**src/rtl/misr_pkg.sv**
```systemverilog
// Shared types and constants for the MISR signature compactor.
// State encoding, window-counter width and a default feedback-polynomial table.
package misr_pkg;

    typedef enum logic [1:0] {
        IDLE = 2'd0,
        RUN  = 2'd1,
        DONE = 2'd2
    } state_e;

    localparam int unsigned CNT_W = 16;

    // Primitive (maximal-length) tap masks for the supported standard widths.
    localparam logic [31:0] POLY_W4  = 32'h0000_0003;
    localparam logic [31:0] POLY_W8  = 32'h0000_001D;
    localparam logic [31:0] POLY_W16 = 32'h0000_100B;
    localparam logic [31:0] POLY_W32 = 32'h04C1_1DB7;

    function automatic logic [31:0] default_poly(input int unsigned width);
        logic [31:0] poly;
        case (width)
            4:       poly = POLY_W4;
            8:       poly = POLY_W8;
            16:      poly = POLY_W16;
            32:      poly = POLY_W32;
            default: poly = 32'h0;
        endcase
        return poly;
    endfunction

endpackage

```
**src/rtl/misr_core.sv**
```systemverilog
// Galois multiple-input signature register: next-state function plus state register.
// Load has priority over enable; the register resets to SEED.
module misr_core #(
    parameter int unsigned      WIDTH = 16,
    parameter int unsigned      N_IN  = 3,
    parameter logic [WIDTH-1:0] POLY  = WIDTH'(32'h0000_100B),
    parameter logic [WIDTH-1:0] SEED  = '0
) (
    input  logic             clk_i,
    input  logic             rst_i,
    input  logic             load_i,
    input  logic             en_i,
    input  logic [N_IN-1:0]  d_i,
    output logic [WIDTH-1:0] state_o,
    output logic [WIDTH-1:0] next_o
);

    logic [WIDTH-1:0] misr_q;
    logic [WIDTH-1:0] misr_d;
    logic [WIDTH-1:0] misr_next;
    logic [WIDTH-1:0] d_ext;
    logic [WIDTH-1:0] taps;
    logic             fb;

    always_comb begin
        fb               = misr_q[WIDTH-1];
        d_ext            = '0;
        d_ext[N_IN-1:0]  = d_i;
        // Stage 0 always takes the feedback bit, whatever POLY[0] says.
        taps             = POLY | WIDTH'(1);
        misr_next        = {misr_q[WIDTH-2:0], 1'b0} ^ (taps & {WIDTH{fb}}) ^ d_ext;
    end

    always_comb begin
        misr_d = misr_q;
        if (load_i) begin
            misr_d = SEED;
        end else if (en_i) begin
            misr_d = misr_next;
        end
    end

    always_ff @(posedge clk_i or posedge rst_i) begin
        if (rst_i) begin
            misr_q <= SEED;
        end else begin
            misr_q <= misr_d;
        end
    end

    assign state_o = misr_q;
    assign next_o  = misr_next;

endmodule

```
**src/rtl/misr_sig_compactor.sv**
```systemverilog
// Windowed MISR signature compactor: IDLE/RUN/DONE control, window counter, signature capture.
// Optional golden comparison compiled in with MISR_GOLDEN_CMP_EN.
module misr_sig_compactor
    import misr_pkg::*;
#(
    parameter int unsigned WIDTH  = 16,
    parameter int unsigned N_IN   = 3,
    parameter logic [31:0] POLY   = 32'h0000_100B,
    parameter logic [31:0] SEED   = 32'h0000_0000,
    parameter int unsigned WINDOW = 256,
    parameter logic [31:0] GOLDEN = 32'h0000_0000
) (
    input  logic             CLK,
    input  logic             RST,
    input  logic             start,
    input  logic             en,
    input  logic [N_IN-1:0]  d,
    output logic             busy,
    output logic             done,
    output logic [WIDTH-1:0] sig,
    output logic             pass
);

    localparam logic [CNT_W-1:0] LastCnt = CNT_W'(WINDOW - 1);

    state_e           state_q;
    state_e           state_d;
    logic [CNT_W-1:0] cnt_q;
    logic [CNT_W-1:0] cnt_d;
    logic [WIDTH-1:0] sig_q;
    logic [WIDTH-1:0] sig_d;
    logic             misr_load;
    logic             misr_step;
    logic             capture;
    logic [WIDTH-1:0] misr_state;
    logic [WIDTH-1:0] misr_next;

    misr_core #(
        .WIDTH (WIDTH),
        .N_IN  (N_IN),
        .POLY  (POLY[WIDTH-1:0]),
        .SEED  (SEED[WIDTH-1:0])
    ) u_misr_core (
        .clk_i   (CLK),
        .rst_i   (RST),
        .load_i  (misr_load),
        .en_i    (misr_step),
        .d_i     (d),
        .state_o (misr_state),
        .next_o  (misr_next)
    );

    always_comb begin
        state_d   = state_q;
        cnt_d     = cnt_q;
        sig_d     = sig_q;
        misr_load = 1'b0;
        misr_step = 1'b0;
        capture   = 1'b0;
        unique case (state_q)
            IDLE, DONE: begin
                if (start) begin
                    misr_load = 1'b1;
                    cnt_d     = '0;
                    state_d   = RUN;
                end
            end
            RUN: begin
                // A restart wins over the data qualifier on the same cycle.
                if (start) begin
                    misr_load = 1'b1;
                    cnt_d     = '0;
                end else if (en) begin
                    misr_step = 1'b1;
                    if (cnt_q == LastCnt) begin
                        capture = 1'b1;
                        sig_d   = misr_next;
                        state_d = DONE;
                    end else begin
                        cnt_d = cnt_q + CNT_W'(1);
                    end
                end
            end
            default: state_d = IDLE;
        endcase
    end

    always_ff @(posedge CLK or posedge RST) begin
        if (RST) begin
            state_q <= IDLE;
            cnt_q   <= '0;
            sig_q   <= '0;
        end else begin
            state_q <= state_d;
            cnt_q   <= cnt_d;
            sig_q   <= sig_d;
        end
    end

    assign busy = (state_q == RUN);
    assign done = (state_q == DONE);
    assign sig  = sig_q;

`ifdef MISR_GOLDEN_CMP_EN
    logic pass_q;
    logic pass_d;

    always_comb begin
        pass_d = pass_q;
        if (misr_load) begin
            pass_d = 1'b0;
        end else if (capture) begin
            pass_d = (misr_next == GOLDEN[WIDTH-1:0]);
        end
    end

    always_ff @(posedge CLK or posedge RST) begin
        if (RST) begin
            pass_q <= 1'b0;
        end else begin
            pass_q <= pass_d;
        end
    end

    assign pass = pass_q;
`else
    assign pass = 1'b0;
`endif

    // The live register value is only observed through the captured signature.
    logic unused_misr_state;
    assign unused_misr_state = ^misr_state;

endmodule

```
**config.mk**
```make
export PLATFORM = sky130hd
export DESIGN_NAME = misr_sig_compactor
export DESIGN_NICKNAME = d
export VERILOG_FILES = /design/src/rtl/misr_pkg.sv /design/src/rtl/misr_core.sv /design/src/rtl/misr_sig_compactor.sv
export SDC_FILE = /design/constraint.sdc
export NUM_CORES = 1
export LEC_CHECK = 0
export ABC_AREA = 1
export BUFFER_PORTS_ARGS = -buffer_cell sky130_fd_sc_hd__buf_2
export CORE_MARGIN = 1.5
export CORE_UTILIZATION = 30
export CTS_CLUSTER_SIZE = 10
export DETAILED_ROUTE_END_ITERATION = 8
export GPL_TIMING_DRIVEN = 0
export PLACE_DENSITY = 0.57
export SETUP_SLACK_MARGIN = 0.5
export SLEW_MARGIN = 20
export SYNTH_ARGS = -nofsm -noshare
export SYNTH_HDL_FRONTEND = slang
export SYNTH_SLANG_ARGS = --single-unit
```
**constraint.sdc**
```tcl
create_clock -name CLK -period 1.9 [get_ports CLK]
set_clock_uncertainty 0.05 [all_clocks]
set_input_delay 0.095 -clock CLK [delete_from_list [all_inputs] [get_ports CLK]]
set_output_delay 0.095 -clock CLK [all_outputs]
set_load 0.01 [all_outputs]
```
==> metrics.cfg <==
[floorplanning]
boundaryPins=26
die_area_um2=9195
start_util=0.3119
core_area_um2=8299
die_h_um=95.89
die_x_um=95.89
rows=33

[yosys]
synth_warnings=0
synthFlopType=dfrtp_1
synthTopCellsByArea=dfrtp_1 (48%), nand2_1 (7.2%), nand3_1 (6.6%)
syn_inst=303
synth_top_cell_area_share=0.4833
syn_avg_cell_area_um2=8.544
synth_top_cell_by_area=dfrtp_1
ys_ff_latch=50
yosysSeqAreaShare=0.4833
synth_cell_types=28
synthesis.area_um2=2589
synth_commonest_cells=dfrtp_1 (50), nand2_1 (50), nand3_1 (34)
async_flop_share=1.000
syn-num-nets=311
synth_edf_count=0

[grt]
antenna_found_initial=0
gr-total-overflow=0
grt_pass1_wl_um=10520
grt_usage=0.1477
grt_pass1_vias=2102
grt_max_degree=31

[placed_design]
post_dp_cell_area_um2=2860
place.gp.congestion=0.8382
place_hpwl_um=3939
post-place-ws_ps=217.1
port_buffers=24
post-place-cells=433

[min_path]
hp-class=input port to flip-flop

[detailed_routing]
ant_nets=0
wl_met1_um=3020
via_per_inst=4.704
avgRoutedWirePerCell_um=13.42
dr.pass1.iters=4
drt_wl_total_um=6268
drc_errors=0
wl_met3_um=264
dr.first_iter.drc_count=119
vias=2197
top_layer=met4
dr_wl_met2_um=2910

[run_status]
status=finished, final reports clean

[timing]
hold_viol_final=0
worst_pin_slew_ps=507.6
period_share=0.8736
rsz0062_at_grt=yes
relSlewSlack=0.6611
fin_ws_ps=240.1
max_freq_ghz=0.6024
period_minus_slack_ps=1660
drv_slew=0
setup_violations=0
whs_ps=49.70

[flow_run]
maxCapViolCount=0

[worst_setup_path]
r2r_slack_ps=240
crit_path_cell_trace=ha_2, nand2_4, nor2_4, nand2_4, nor3_4, nand3_4, buf_6, buf_8, nand2_2, o21ai_2
cp_data_required_time_ps=2060
cp_max_fo=5
cp_slowest_cell=dfrtp_1
cp-start-kind=flip-flop
path_delay_family=simple AND/OR/NAND/NOR gates
critPathBufInv=2
crit_path_frequent_cell=nand2_4
crit_arrival_ps=1820
end_kind=flip-flop
critical_path_class=flip-flop to flip-flop
critPathMaxStageDelay_ps=370

[clock_network]
clk_pin_slew_worst_paths_ps=100
cts_tree=yes
cts_max_path_buffers=2
cts.sinks=50
cts_max_level=2
cts_buffers=5
clk_latency_ps=310
cts_root_buf=clkbuf_8

[pwr]
leakage_nw=1.559
p_per_area_nw_per_um2=640.1
ir_drop_uv=277.0

[layout]
syn_to_final_growth_pct=30.16
post-route-util=0.4060
finalInstanceArea_um2=3369
layout-drive-gt1-share=0.3702
layout.nets=369
n_fill_cell=823
antenna_cells=0
final_cells=467
multiInputGateArea_um2=1237
seqCellArea_um2=1254

## kinds of logic after synthesis
logic type | Yosys count | synth area share
xor gates and xnor gates | 7 | 0.02368
buffers and inverters | 47 | 0.08844
and+or+nand+nor | 137 | 0.2523
DFF | 50 | 0.4833
adders and majority gates | 1 | 0.004832
other | 1 | 0.001449
AOI/OAI and AO/OA | 60 | 0.1460
## layout make-up
| class | count | share of cell area |
|---|---|---|
| plain buffers | 12 | 0.03528 |
| clock buffers | 6 | 0.02451 |
| flip-flops and latches | 50 | 0.3721 |
| multi-input cells | 206 | 0.3672 |
| inverters | 35 | 0.04048 |
| clock inverters | 2 | 0.004827 |
| well taps | 105 | 0.03899 |
| repair buffers | 51 | 0.1166 |
## power by group
group	switching [mW]	total, mW	internal, mW	leakage, nW
Combinational	0.201	0.349	0.147	0.824
Clock	0.392	0.693	0.301	0.0478
Sequential	0.0240	1.12	1.09	0.687
Total	0.617	2.16	1.54	1.56
## timing repair
| item | 4_1_cts | 5_1_grt |
|---|---|---|
| endpoints found under the hold margin | 20 | 0 |
| cloned | 4 | 0 |
| setup buffers | 11 | 10 |
| endpoints found under the setup margin | 47 | 51 |
| resized for setup | 39 | 16 |
| hold buffers | 1 | 0 |
| pin swaps | 3 | 3 |
## metrics by stage
stage,setup TNS (ps),power [mW]
finish,0,2.157
global route,0,2.262
CTS,0,2.112
detailed placement,0,1.365
global placement,-10010,1.355
floorplan,0,1.293
## worst paths after layout
check | from | endpoint | depth (start not counted)
max in group asynchronous | RST | sig[13] | 4
min in group asynchronous | RST | cnt_q[15] | 3
worst max-delay path | cnt_q[0] | sig[1] | 10
worst max register to register | cnt_q[0] | sig[1] | 10
worst min-delay path | d[0] | sig[0] | 3
worst min register to register | sig[9] | sig[9] | 2
## metal layers
| layer | track usage | vias up |
|---|---|---|
| met3 | 0.02923 | 7 |
| met1 | 0.2147 | 1039 |
| met5 | 0 | - |
| li1 | - | 1093 |
| met4 | 0.04779 | 0 |
| met2 | 0.2183 | 58 |
## state kept, by name (all words and copies together) (netlist names)
register	count
cnt_q	16
sig	16
state_q	2
u_misr_core.state_o	16
## worst reg2reg max path: cells and delay by family, from the launching register on
| kind | cells | cell delay, ps |
|---|---|---|
| AOI/OAI and AO/OA | 1 | 50 |
| adders and majority gates | 1 | 210 |
| buffers and inverters | 2 | 280 |
| DFF | 1 | 370 |
| and+or+nand+nor | 6 | 600 |
## cell usage in the layout, fill, tap and decap left out, types with 3 or more instances in the layout
| cell | n |
|---|---|
| xnor2_1 | 5 |
| buf_6 | 11 |
| o21ai_1 | 20 |
| nand2_2 | 15 |
| o22ai_1 | 5 |
| nand2_1 | 46 |
| inv_1 | 29 |
| o21bai_1 | 3 |
| nand3_1 | 32 |
| o21ai_2 | 19 |
| nor2_1 | 23 |
| clkbuf_8 | 6 |
| dfrtp_1 | 48 |
| nand3_4 | 3 |
| nand2_4 | 9 |
| inv_2 | 4 |
| buf_4 | 19 |
| buf_2 | 25 |
| o21ai_0 | 10 |
Note: power is estimated with default switching activity, not from simulation.
